===== src/rtl/fp_result_axis_tx.sv =====
// fp_result_axis_tx
// Output stage of the FP32 multiplier. Each strobed product is classified
// (zero / subnormal / infinity / NaN), stored with its class flags in a small
// first-word-fall-through FIFO and sent out as an AXI4-Stream master. tlast
// is asserted every PKT_LEN beats. A product that arrives while the FIFO is
// full is dropped, and the sticky overflow flag records the loss.
//
// Parameters:
//   DEPTH    FIFO entries (power of two, >= 2)
//   PKT_LEN  beats per packet, i.e. the tlast period (>= 1)
//
// Ports:
//   clk            rising-edge clock
//   rst            synchronous, active-high reset
//   in_valid       product strobe; in_data is valid this cycle
//   in_data        FP32 product
//   in_ready       FIFO can accept a word this cycle
//   overflow       sticky flag: a strobed product was dropped (cleared by rst)
//   fill           FIFO occupancy, 0..DEPTH
//   m_axis_tdata   product at FIFO head
//   m_axis_tuser   head class flags: [0] zero [1] subnormal [2] inf [3] NaN
//   m_axis_tvalid  FIFO non-empty
//   m_axis_tready  consumer accepts the head word
//   m_axis_tlast   head beat is the last beat of a packet
module fp_result_axis_tx #(
    parameter int DEPTH   = 4,
    parameter int PKT_LEN = 8
) (
    input  logic                       clk,
    input  logic                       rst,
    input  logic                       in_valid,
    input  logic [31:0]                in_data,
    output logic                       in_ready,
    output logic                       overflow,
    output logic [$clog2(DEPTH):0]     fill,
    output logic [31:0]                m_axis_tdata,
    output logic [3:0]                 m_axis_tuser,
    output logic                       m_axis_tvalid,
    input  logic                       m_axis_tready,
    output logic                       m_axis_tlast
);

    localparam int AW = $clog2(DEPTH);
    localparam int CW = (PKT_LEN > 1) ? $clog2(PKT_LEN) : 1;

    localparam logic [AW:0]   FULL_LVL = DEPTH[AW:0];
    localparam logic [CW-1:0] LAST_BEAT = CW'(PKT_LEN - 1);

    // Each entry holds {class flags, product}.
    logic [35:0]   mem [DEPTH];
    logic [AW-1:0] wr_ptr;
    logic [AW-1:0] rd_ptr;
    logic [CW-1:0] beat_cnt;

    logic [7:0]    exp_f;
    logic [22:0]   man_f;
    logic [3:0]    in_class;
    logic          wr_en;
    logic          rd_en;

    // Classification of the incoming word; the sign bit does not matter.
    // NOTE: every signal assigned in always_comb gets a default first, so no
    // path can leave it unassigned and infer a latch.
    always_comb begin
        exp_f    = in_data[30:23];
        man_f    = in_data[22:0];
        in_class = 4'b0000;
        if (exp_f == 8'h00) begin
            if (man_f == 23'd0) in_class[0] = 1'b1;
            else                in_class[1] = 1'b1;
        end else if (exp_f == 8'hFF) begin
            if (man_f == 23'd0) in_class[2] = 1'b1;
            else                in_class[3] = 1'b1;
        end
    end

    // Full and empty come from fill alone, so a read freeing a slot on the
    // same edge never lets a word pass through a full FIFO.
    assign in_ready      = !rst && (fill != FULL_LVL);
    assign m_axis_tvalid = !rst && (fill != '0);
    assign m_axis_tdata  = mem[rd_ptr][31:0];
    assign m_axis_tuser  = mem[rd_ptr][35:32];
    assign m_axis_tlast  = m_axis_tvalid && (beat_cnt == LAST_BEAT);

    assign wr_en = in_valid && in_ready;
    assign rd_en = m_axis_tvalid && m_axis_tready;

    // NOTE: the storage array has no reset; fill decides what is valid, and
    // leaving it unreset lets it map onto plain RAM.
    always_ff @(posedge clk) begin
        if (wr_en) mem[wr_ptr] <= {in_class, in_data};
    end

    // NOTE: state registers use non-blocking assignments so every flop
    // samples the pre-edge values, whatever order the statements are in.
    always_ff @(posedge clk) begin
        if (rst) begin
            wr_ptr   <= '0;
            rd_ptr   <= '0;
            fill     <= '0;
            beat_cnt <= '0;
            overflow <= 1'b0;
        end else begin
            if (wr_en) wr_ptr <= wr_ptr + 1'b1;
            if (rd_en) rd_ptr <= rd_ptr + 1'b1;

            case ({wr_en, rd_en})
                2'b10:   fill <= fill + 1'b1;
                2'b01:   fill <= fill - 1'b1;
                default: fill <= fill;
            endcase

            // Packet position follows accepted beats only, so a packet may
            // stall across an empty FIFO and resume later.
            if (rd_en) begin
                if (m_axis_tlast) beat_cnt <= '0;
                else              beat_cnt <= beat_cnt + 1'b1;
            end

            if (in_valid && !in_ready) overflow <= 1'b1;
        end
    end

endmodule


===== config.mk =====
export PLATFORM = sky130hd
export DESIGN_NAME = fp_result_axis_tx
export DESIGN_NICKNAME = d
export VERILOG_FILES = /design/src/rtl/fp_result_axis_tx.sv
export SDC_FILE = /design/constraint.sdc
export NUM_CORES = 1
export LEC_CHECK = 0
export ABC_AREA = 1
export BUFFER_PORTS_ARGS = -buffer_cell sky130_fd_sc_hd__buf_2
export CELL_PAD_IN_SITES_DETAIL_PLACEMENT = 0
export CELL_PAD_IN_SITES_GLOBAL_PLACEMENT = 1
export CORE_ASPECT_RATIO = 0.8
export CORE_MARGIN = 5
export CORE_UTILIZATION = 50
export DETAILED_ROUTE_END_ITERATION = 6
export GPL_ROUTABILITY_DRIVEN = 0
export GPL_TIMING_DRIVEN = 1
export HOLD_SLACK_MARGIN = 0.02
export PLACE_DENSITY = 0.95
export SYNTH_ARGS = -nofsm -noshare
export SYNTH_HDL_FRONTEND = slang
export SYNTH_SLANG_ARGS = --single-unit

===== constraint.sdc =====
create_clock -name clk -period 5.5 [get_ports clk]
set_clock_uncertainty 0.2 [all_clocks]
set_input_delay 1.1 -clock clk [delete_from_list [all_inputs] [get_ports clk]]
set_output_delay 1.1 -clock clk [all_outputs]
set_load 0.1 [all_outputs]

==> summary.md, run 1 <==
| Metric | Value |
|---|---|
| Status | `finished, final reports clean` |
| Critical Path RT | `4.20 ns` |
| Worst path cell trace | `buf_4 -> o21ai_0 -> o22ai_1 -> buf_2` |
| Met2 usage | `0.291` |
| Flop-to-flop setup slack | `3.20 ns` |
| Worst Max-Slew Pin Slew | `1.16 ns` |
| Post-CTS setup buffer count | `0` |
| Final Critical Period | `3.75 ns` |
| CTS tree | `done` |
| Post-Syn Area | `6230 um^2` |
| Storage cell area | `4590 um^2` |
| Final wirelength | `12.4 mm` |
| Max-cap violations | `0` |
| Max Clock Freq | `0.267 GHz` |
| DP Wirelength | `7.30 mm` |
| Final period util | `0.681` |
| PnR worst setup slack | `1.75 ns` |
| Multi-input logic area | `1400 um^2` |
| CTS Root Cell | `clkbuf_16` |
| Lkg Pwr | `2.69 nW` |
| R2R Path Start | `fill[1]` |
| Post-Syn Instances | `482` |
| Initial Utilization | `0.511` |
| Busiest grt layer | `met2` |
| Final setup viols | `0` |
| Pwr per Cell Area | `413 nW/um^2` |
| Hold Buf Count CTS | `0` |
| WP data arrival | `2.45 ns` |
| Pin count of the biggest net entering global routing | `73` |
| Top delay family on crit path | `buffers and inverters` |
| R2R cell count | `5` |
| Clock slew at reported path FFs | `0.06 ns` |
| Die Footprint | `14800 um^2` |
| Most numerous cell in the Yosys netlist | `edfxtp_1` |
| Crit-path max FO | `56` |
| Critical Path Stages | `4` |
| CP Capture Type | `output pin` |
| Net Count, Synth | `526` |
| Startpoint types | `flip-flop` |
| Post-synth EDFFs | `144` |
| Pre-CTS setup slack | `2.11 ns` |
| Via density | `5.26` |
| Synth async-reset ratio | `0` |
| Vias in the first global route | `3901` |
| Worst path slowest cell | `dfxtp_2` |
| Max VDD drop | `236 uV` |
| Max incr delay on CP | `0.56 ns` |
| Iter 0 DRT Violations | `319` |
| DRT antenna net count | `0` |
| Worst rel slew slack | `0.224` |
| # rows | `36` |
| Count of input and output buffers | `78` |
| Drt pass-1 iters | `5` |
| Ys flop type | `edfxtp_1` |
| Via count | `3916` |
| Clock latency on the worst-skew pair | `0.42 ns` |
| Final Slew Violations | `0` |
| CTS Buffer Depth | `2` |
| I/O pin cnt | `79` |
| Synth top area cells | `edfxtp_1, nor2_1, o21ai_1` |
| # fillers | `939` |
| First-pass GRT wire length | `19.9 mm` |
| Met3 GRT Util | `0.0572` |
| Die width | `135 um` |
| Die Height | `110 um` |
| Remaining Overflow, GRT | `0` |
| Yosys cell types | `25` |
| Seq/Total Area, Yosys | `0.735` |
| Initial antenna violation count | `0` |
| PostCTS Resize Cnt | `0` |
| Setup tns final | `0 ns` |
| Routed len/inst | `16.7 um` |
| Total track usage | `0.179` |
| Top cells by count, synth | `edfxtp_1, nor2_1, o21ai_1` |
| Hold Crit Class | `flip-flop to flip-flop` |
| Final Hold Viols | `0` |
| Reg-to-reg endpoint | `mem[3][18]` |
| # H-tree levels | `4` |
| Critical path type | `flip-flop to output pin` |
| Fin nets | `603` |
| Post-Syn Area per Cell | `12.9 um^2` |
| Yosys top cell by area | `edfxtp_1` |
| Grt met1 use | `0.229` |
| CTS buffer count | `17` |
| CTS sink count | `157` |
| Seq cells post-synth | `157` |
| Residual DRC | `0` |
| Syn-to-layout area delta | `17.3%` |
| RSZ-0062 raised after global routing | `false` |
| CP endpoint | `m_axis_tdata[24]` |
| Core footprint | `12200 um^2` |
| Share of layout cells above drive strength 1 | `0.208` |
| Top cell type's share of synthesized area | `0.694` |
| Hold WS | `0.276 ns` |
| Yosys warning count | `0` |
| Final core utilization | `0.599` |
| Bufs and invs on worst path | `2` |
==> worst min path at each step <==
stage	from	end	slack [ns]	depth (start not counted)
after detailed placement	beat_cnt[1]	beat_cnt[1]	0.27	2
after global routing	beat_cnt[1]	beat_cnt[1]	0.32	2
after global placement	beat_cnt[1]	beat_cnt[1]	0.26	2
after floorplan	beat_cnt[1]	beat_cnt[1]	0.25	2
final	beat_cnt[1]	beat_cnt[1]	0.28	2
after CTS	beat_cnt[1]	beat_cnt[1]	0.28	2
==> area by class of cell <==
| type | instances | share of cell area |
|---|---|---|
| repair buffers | 81 | 0.0565 |
| inverters | 28 | 0.0154 |
| diodes | 1 | 0.000342 |
| clock inverters | 11 | 0.0202 |
| flip-flops and latches | 157 | 0.627 |
| well taps | 171 | 0.0293 |
| clock buffers | 21 | 0.0602 |
| multi-input cells | 274 | 0.191 |
==> routing by layer <==
layer | wire (um) | up-vias
met1 | 5330 | 1905
li1 | - | 1893
met2 | 6090 | 106
met4 | 124 | 0
met3 | 886 | 12
met5 | 0 | -
==> cells by family (layout without fill, tap and decap cells) <==
| kind of cell | count (synthesis) | count (layout) | share of synthesized area |
|---|---|---|---|
| flops | 157 | 157 | 0.735 |
| simple gates | 148 | 148 | 0.0991 |
| compound gates | 118 | 118 | 0.103 |
| buf+inv | 51 | 141 | 0.0458 |
| fa+ha+maj | 8 | 8 | 0.0173 |
| other cells | 0 | 1 | 0 |
==> tightest hold or removal path: cells and delay by family (launching register included) <==
family	cells	cell delay, ns
AND/OR/NAND/NOR	2	0.11
flip-flops	1	0.31
==> registers in the layout (all words and copies together), names as in the netlist, named ones only <==
signal / cells
mem: 144
wr_ptr: 2
overflow: 1
rd_ptr: 2
beat_cnt: 3
fill: 3
==> power breakdown <==
group	switching, mW	internal (mW)	leakage, nW
sequential	0.0156	1.34	1.44
clock	0.424	0.749	0.284
combinational	0.415	0.0766	0.969
==> metrics by stage <==
stage | std cells | power [mW] | instance area [um^2]
finish | 744 | 3.02 | 7310
global placement | 711 | 1.87 | 6720
floorplan | 482 | 1.78 | 6230
detailed placement | 711 | 1.87 | 6720
global route | 743 | 3.12 | 7310
CTS | 743 | 3.03 | 7310
==> placed cells by master (no fill, tap or decap) <==
cell,netlist,routed
fa_1,1,1
clkinv_1,0,6
inv_1,23,23
clkbuf_16,0,17
edfxtp_1,144,144
bufinv_16,0,4
buf_2,9,78
ha_1,7,7
o22ai_1,36,36
a21oi_1,6,6
nand3_1,4,4
a21oi_2,1,1
diode_2,0,1
inv_6,1,1
nor2_1,107,103
clkinv_2,0,1
nand2_2,1,1
o21ai_1,60,60
buf_4,8,3
nand2_4,1,1
inv_2,3,3
nand4_1,4,4
o21ai_0,15,15
nand2_1,27,27
or2_0,1,1
nor2_4,1,5
dfxtp_2,0,1
clkbuf_1,0,4
dfxtp_1,13,12
inv_4,1,1
nand3_4,2,2
No activity file was read; power rests on OpenSTA's default activity.
==> run 2, diff against run 1 <==
CORE_UTILIZATION = 47   (was 50)
PLACE_DENSITY = 0.9   (was 0.95)
clock period = 3.47 ns   (was 5.5 ns; I/O delays follow)
==> run 2 against run 1 <==
Effect of this change:
- worst setup slack got worse by 1.3 ns
- first-iteration DRC count fell by 15%
- die area rose by 5.8%
- core utilization fell by 2.8 points
- combinational power rose by 62%
- hold slack improved by 0.0031 ns
- sequential power rose by 59%
- critical endpoint is now m_axis_tdata[18]
==> summary.md, run 2 (synthesis results as in run 1) <==
| Metric | Value |
|---|---|
| Worst Max-Slew Pin Slew | `0.649 ns` |
| Share of layout cells above drive strength 1 | `0.229` |
| Ant diodes | `0` |
| Max Clock Freq | `0.327 GHz` |
| Drt pass-1 iters | `5` |
| WP data arrival | `2.16 ns` |
| Final setup viols | `0` |
| Pint | `3.25 mW` |
| Crit-path max FO | `36` |
| Top Registers | `mem: 144 flops, beat_cnt: 3 flops, fill: 3 flops` |
| # fillers | `1028` |
| Routed len/inst | `17.2 um` |
| Hold WS | `0.280 ns` |
| Lkg Pwr | `2.71 nW` |
| Metal3 WL | `760 um` |
| Multi-input logic area | `1400 um^2` |
| Post-CTS setup buffer count | `0` |
| R2R Path Start | `fill[1]` |
| CP Capture Type | `output pin` |
| First-pass GRT wire length | `20.7 mm` |
| CTS sink count | `157` |
| Post-Layout Cell Count | `752` |
| Residual DRC | `0` |
| Most common cell after layout, fill and taps aside | `edfxtp_1` |
| Hold Crit Class | `flip-flop to flip-flop` |
| Final Critical Period | `3.06 ns` |
| Met2 Wirelength | `6.44 mm` |
| Core footprint | `12900 um^2` |
| RSZ-0062 raised after global routing | `false` |
| Storage cell area | `4590 um^2` |
| Count of input and output buffers | `78` |
| Die Height | `113 um` |
| Worst rel slew slack | `0.566` |
| Status | `finished, final reports clean` |
| Initial Utilization | `0.483` |
| Top Metal Used | `met4` |
| DP Wirelength | `8.10 mm` |
| Top reg by flops | `mem` |
| DRT antenna net count | `0` |
| Max VDD drop | `328 uV` |
| Final Hold Viols | `0` |
| Clk pwr share | `0.371` |
| I/O pin cnt | `79` |
| Pwr per Cell Area | `635 nW/um^2` |
| Hold Buf Count CTS | `0` |
| Max FFs per register | `144` |
| Routed metal-1 wirelength | `5.70 mm` |
| Die width | `139 um` |
| Clock latency on the worst-skew pair | `0.41 ns` |
| Startpoint types | `flip-flop` |
| Total track usage | `0.168` |
| Worst hold start | `beat_cnt[1]` |
| Placed cells | `720` |
| Seq pwr share | `0.458` |
| Via density | `5.31` |
| Iter 0 DRT Violations | `270` |
| Final period util | `0.881` |
| Fin nets | `608` |
| Final Slew Violations | `0` |
| Via count | `3990` |
| # H-tree levels | `4` |
| Sw power | `1.43 mW` |
| Initial antenna violation count | `0` |
| Final wirelength | `13.0 mm` |
| # rows | `37` |
| Max-cap violations | `0` |
| Critical path type | `flip-flop to output pin` |
| CTS Root Cell | `clkbuf_16` |
| Die Footprint | `15700 um^2` |
| Critical Path RT | `2.58 ns` |
| Clock slew at reported path FFs | `0.06 ns` |
| Remaining Overflow, GRT | `0` |
| Switching fraction of total power | `0.307` |
| Syn-to-layout area delta | `18.3%` |
| PostCTS Resize Cnt | `0` |
| CTS buffer count | `17` |
| Logic pwr share | `0.171` |
| CTS tree | `done` |
| Most frequent cells in the layout | `edfxtp_1, nor2_1, buf_2, o21ai_1, o22ai_1` |
| Vias in the first global route | `4003` |
| CTS Buffer Depth | `2` |
| Pin count of the biggest net entering global routing | `73` |
run 2: cell count changes in the layout (fill, tap and decap cells not counted):
cell / delta
bufinv_16: -3
buf_4: +1
clkinv_2: -1
buf_12: +4
clkbuf_1: -4
clkinv_4: +3
clkinv_1: -4
clkinvlp_4: +4
inv_6: +5
diode_2: -1
run 2: final cells by class:
| type | instances | area share |
|---|---|---|
| clock inverter | 15 | 0.0187 |
| inverter | 28 | 0.0153 |
| timing repair buffer | 86 | 0.0679 |
| sequential | 157 | 0.622 |
| multi-input combinational | 274 | 0.189 |
| tap | 175 | 0.0297 |
| clock buffer | 17 | 0.0577 |
run 2: per-stage QoR:
step / setup slack (ns) / TNS [ns] / total power, mW / instance area [um^2] / util
2_1_floorplan: -0.0450 / -6.48 / 2.83 / 6230 / -
3_3_place_gp: 0.887 / 0 / 2.97 / 6810 / 0.527
3_5_place_dp: 0.821 / 0 / 2.99 / 6810 / 0.527
4_1_cts: 0.358 / 0 / 4.71 / 7380 / 0.571
5_1_grt: 0.246 / 0 / 4.85 / 7380 / 0.571
6_report: 0.412 / 0 / 4.68 / 7380 / 0.571
run 2: worst paths after layout:
check,end,slack [ns],depth (start not counted)
worst min-delay path,beat_cnt[1],0.28,2
worst max-delay path,m_axis_tdata[18],0.41,4
worst max register to register,fill[2],1.30,11
worst min register to register,beat_cnt[1],0.28,2
run 2: worst max-delay path: stages, from the launching register on:
cell and delay (ns):
dfxtp_2 0.46, buf_4 0.40, o21ai_0 0.20, o22ai_1 0.23, buf_2 0.46
run 2: per-layer routing:
metal / global-route usage / vias up
met4: 0.0495 / 0
met2: 0.280 / 113
met3: 0.0376 / 8
met1: 0.224 / 1965
met5: 0 / -
li1: - / 1904
run 2: power by group through the flow:
stage | clock [mW] | combinational, mW | sequential, mW
after CTS | 1.76 | 0.804 | 2.14
final | 1.74 | 0.799 | 2.14
after floorplan | 0 | 0.612 | 2.22
after global routing | 1.85 | 0.844 | 2.15
after detailed placement | 0 | 0.802 | 2.18
after global placement | 0 | 0.791 | 2.18
==> run 3, diff against run 2 <==
CORE_UTILIZATION = 30   (was 47)
PLACE_DENSITY = default   (was 0.9)
PLACE_DENSITY_LB_ADDON = 0.25   (was default)
REMOVE_ABC_BUFFERS = 1   (was default)
==> run 3 against run 2 <==
Effect of this change:
- global-route usage down 4.3 points
- non-clock buffer count unchanged
- die area up 52%
- core utilization down 21 points
- register-to-register slack worse by 0.03 ns
- first-iteration DRC count down 7.0%
- via count down 2.1%
- cell count up 13%
- final area up 2.1%
==> summary.md, run 3 (synthesis results as in run 1) <==
| Metric | Value |
|---|---|
| Fin nets | `608` |
| Residual DRC | `0` |
| Remaining Overflow, GRT | `0` |
| Worst path slowest cell | `dfxtp_2` |
| Bufs and invs on worst path | `2` |
| CTS tree | `done` |
| DRT antenna net count | `0` |
| Die Height | `139 um` |
| DP Wirelength | `8.86 mm` |
| Storage cell area | `4590 um^2` |
| Pin count of the biggest net entering global routing | `73` |
| # rows | `47` |
| CP Capture Type | `output pin` |
| Logic pwr share | `0.164` |
| WP data arrival | `2.32 ns` |
| Critical path type | `flip-flop to output pin` |
| Max VDD drop | `318 uV` |
| Hold Crit Class | `flip-flop to flip-flop` |
| Final setup viols | `0` |
| Switching fraction of total power | `0.302` |
| Drt pass-1 iters | `4` |
| Final wirelength | `14.4 mm` |
| CTS Buffer Depth | `2` |
| Max-cap violations | `0` |
| Via count | `3905` |
| Sw power | `1.47 mW` |
| # fillers | `2008` |
| Count of input and output buffers | `78` |
| Worst rel slew slack | `0.584` |
| PostCTS Resize Cnt | `0` |
| Die Footprint | `23800 um^2` |
| Status | `finished, final reports clean` |
| Die width | `171 um` |
| Share of layout cells above drive strength 1 | `0.231` |
| Max Clock Freq | `0.311 GHz` |
| Top delay family on crit path | `buffers and inverters` |
| Routed len/inst | `17.0 um` |
| Clock slew at reported path FFs | `0.06 ns` |
| Ant diodes | `0` |
| Startpoint types | `flip-flop` |
| Lkg Pwr | `2.74 nW` |
| Final core utilization | `0.366` |
| Top Registers | `mem: 144 flops, beat_cnt: 3 flops, fill: 3 flops` |
| Initial antenna violation count | `0` |
| Met2 Wirelength | `6.62 mm` |
| Overall power | `4.87 mW` |
| Max incr delay on CP | `0.73 ns` |
| Vias in the first global route | `3948` |
| Worst path cell trace | `buf_12 -> o21ai_0 -> o22ai_1 -> buf_2` |
| Post-CTS setup buffer count | `0` |
| Total track usage | `0.125` |
| Max FFs per register | `144` |
| CTS buffer count | `17` |
| Top Metal Used | `met4` |
| Metal3 WL | `592 um` |
| Critical Path RT | `2.58 ns` |
| Most frequent cells in the layout | `edfxtp_1, nor2_1, buf_2, o21ai_1, o22ai_1` |
| CTS sink count | `157` |
| Routed metal-1 wirelength | `7.02 mm` |
| Final Critical Period | `3.22 ns` |
| Pint | `3.40 mW` |
| RSZ-0062 raised after global routing | `false` |
| Final Hold Viols | `0` |
| First-pass GRT wire length | `22.5 mm` |
| Worst Max-Slew Pin Slew | `0.624 ns` |
| Iter 0 DRT Violations | `251` |
| Crit-path max FO | `47` |
| Initial Utilization | `0.303` |
| Top reg by flops | `mem` |
| Seq pwr share | `0.441` |
| Final period util | `0.928` |
| I/O pin cnt | `79` |
| Clk pwr share | `0.395` |
| Via density | `4.62` |
| # H-tree levels | `4` |
| Clock latency on the worst-skew pair | `0.42 ns` |
| Core footprint | `20600 um^2` |
| CTS Root Cell | `clkbuf_16` |
| Pwr per Cell Area | `647 nW/um^2` |
| Final Slew Violations | `0` |
| Syn-to-layout area delta | `20.8%` |
| Hold Buf Count CTS | `0` |
| Most common cell after layout, fill and taps aside | `edfxtp_1` |
| Multi-input logic area | `1400 um^2` |
run 3: power groups by stage:
stage / logic, mW / clock network [mW] / registers [mW]
after floorplan: 0.572 / 0 / 2.23
after global placement: 0.801 / 0 / 2.19
after detailed placement: 0.808 / 0 / 2.19
after CTS: 0.809 / 1.96 / 2.15
after global routing: 0.842 / 2.07 / 2.15
final: 0.798 / 1.93 / 2.15
run 3: worst min-delay path, stage by stage (launching register included):
cell and delay, ns:
dfxtp_1 0.31, nand3_1 0.07, nand2_1 0.04
run 3: area by class of cell:
cell class,count,share of cell area
Inverter,28,0.0150
Clock buffer,18,0.0570
Sequential cell,157,0.609
Timing Repair Buffer,86,0.0648
Multi-Input combinational cell,274,0.185
Clock inverter,14,0.0241
Tap cell,269,0.0447
run 3: worst paths after layout:
check	startpoint	endpoint	slack, ns	cells past startpoint
max	flip-flop	m_axis_tdata[22]	0.25	4
min reg2reg	beat_cnt[1]	beat_cnt[1]	0.27	2
min	beat_cnt[1]	beat_cnt[1]	0.27	2
max reg2reg	fill[1]	fill[2]	1.27	12
run 3: metrics by stage:
step           setup TNS [ns]  instance area, um^2  worst slack (ns)  cells  hold slack, ns
2_1_floorplan          -27.12                 6060            -0.623    459           0.248
3_3_place_gp                0                 6920             0.665    814           0.248
3_5_place_dp                0                 6920             0.673    814           0.268
4_1_cts                     0                 7530             0.210    846           0.272
5_1_grt                     0                 7530            0.0387    846           0.282
6_report                    0                 7530             0.251    846           0.275
run 3: metal layers:
layer | vias to the layer above | GRT usage
met5 | - | 0
met4 | 0 | 0.0492
met3 | 11 | 0.0328
met2 | 70 | 0.189
met1 | 1915 | 0.171
li1 | 1909 | -
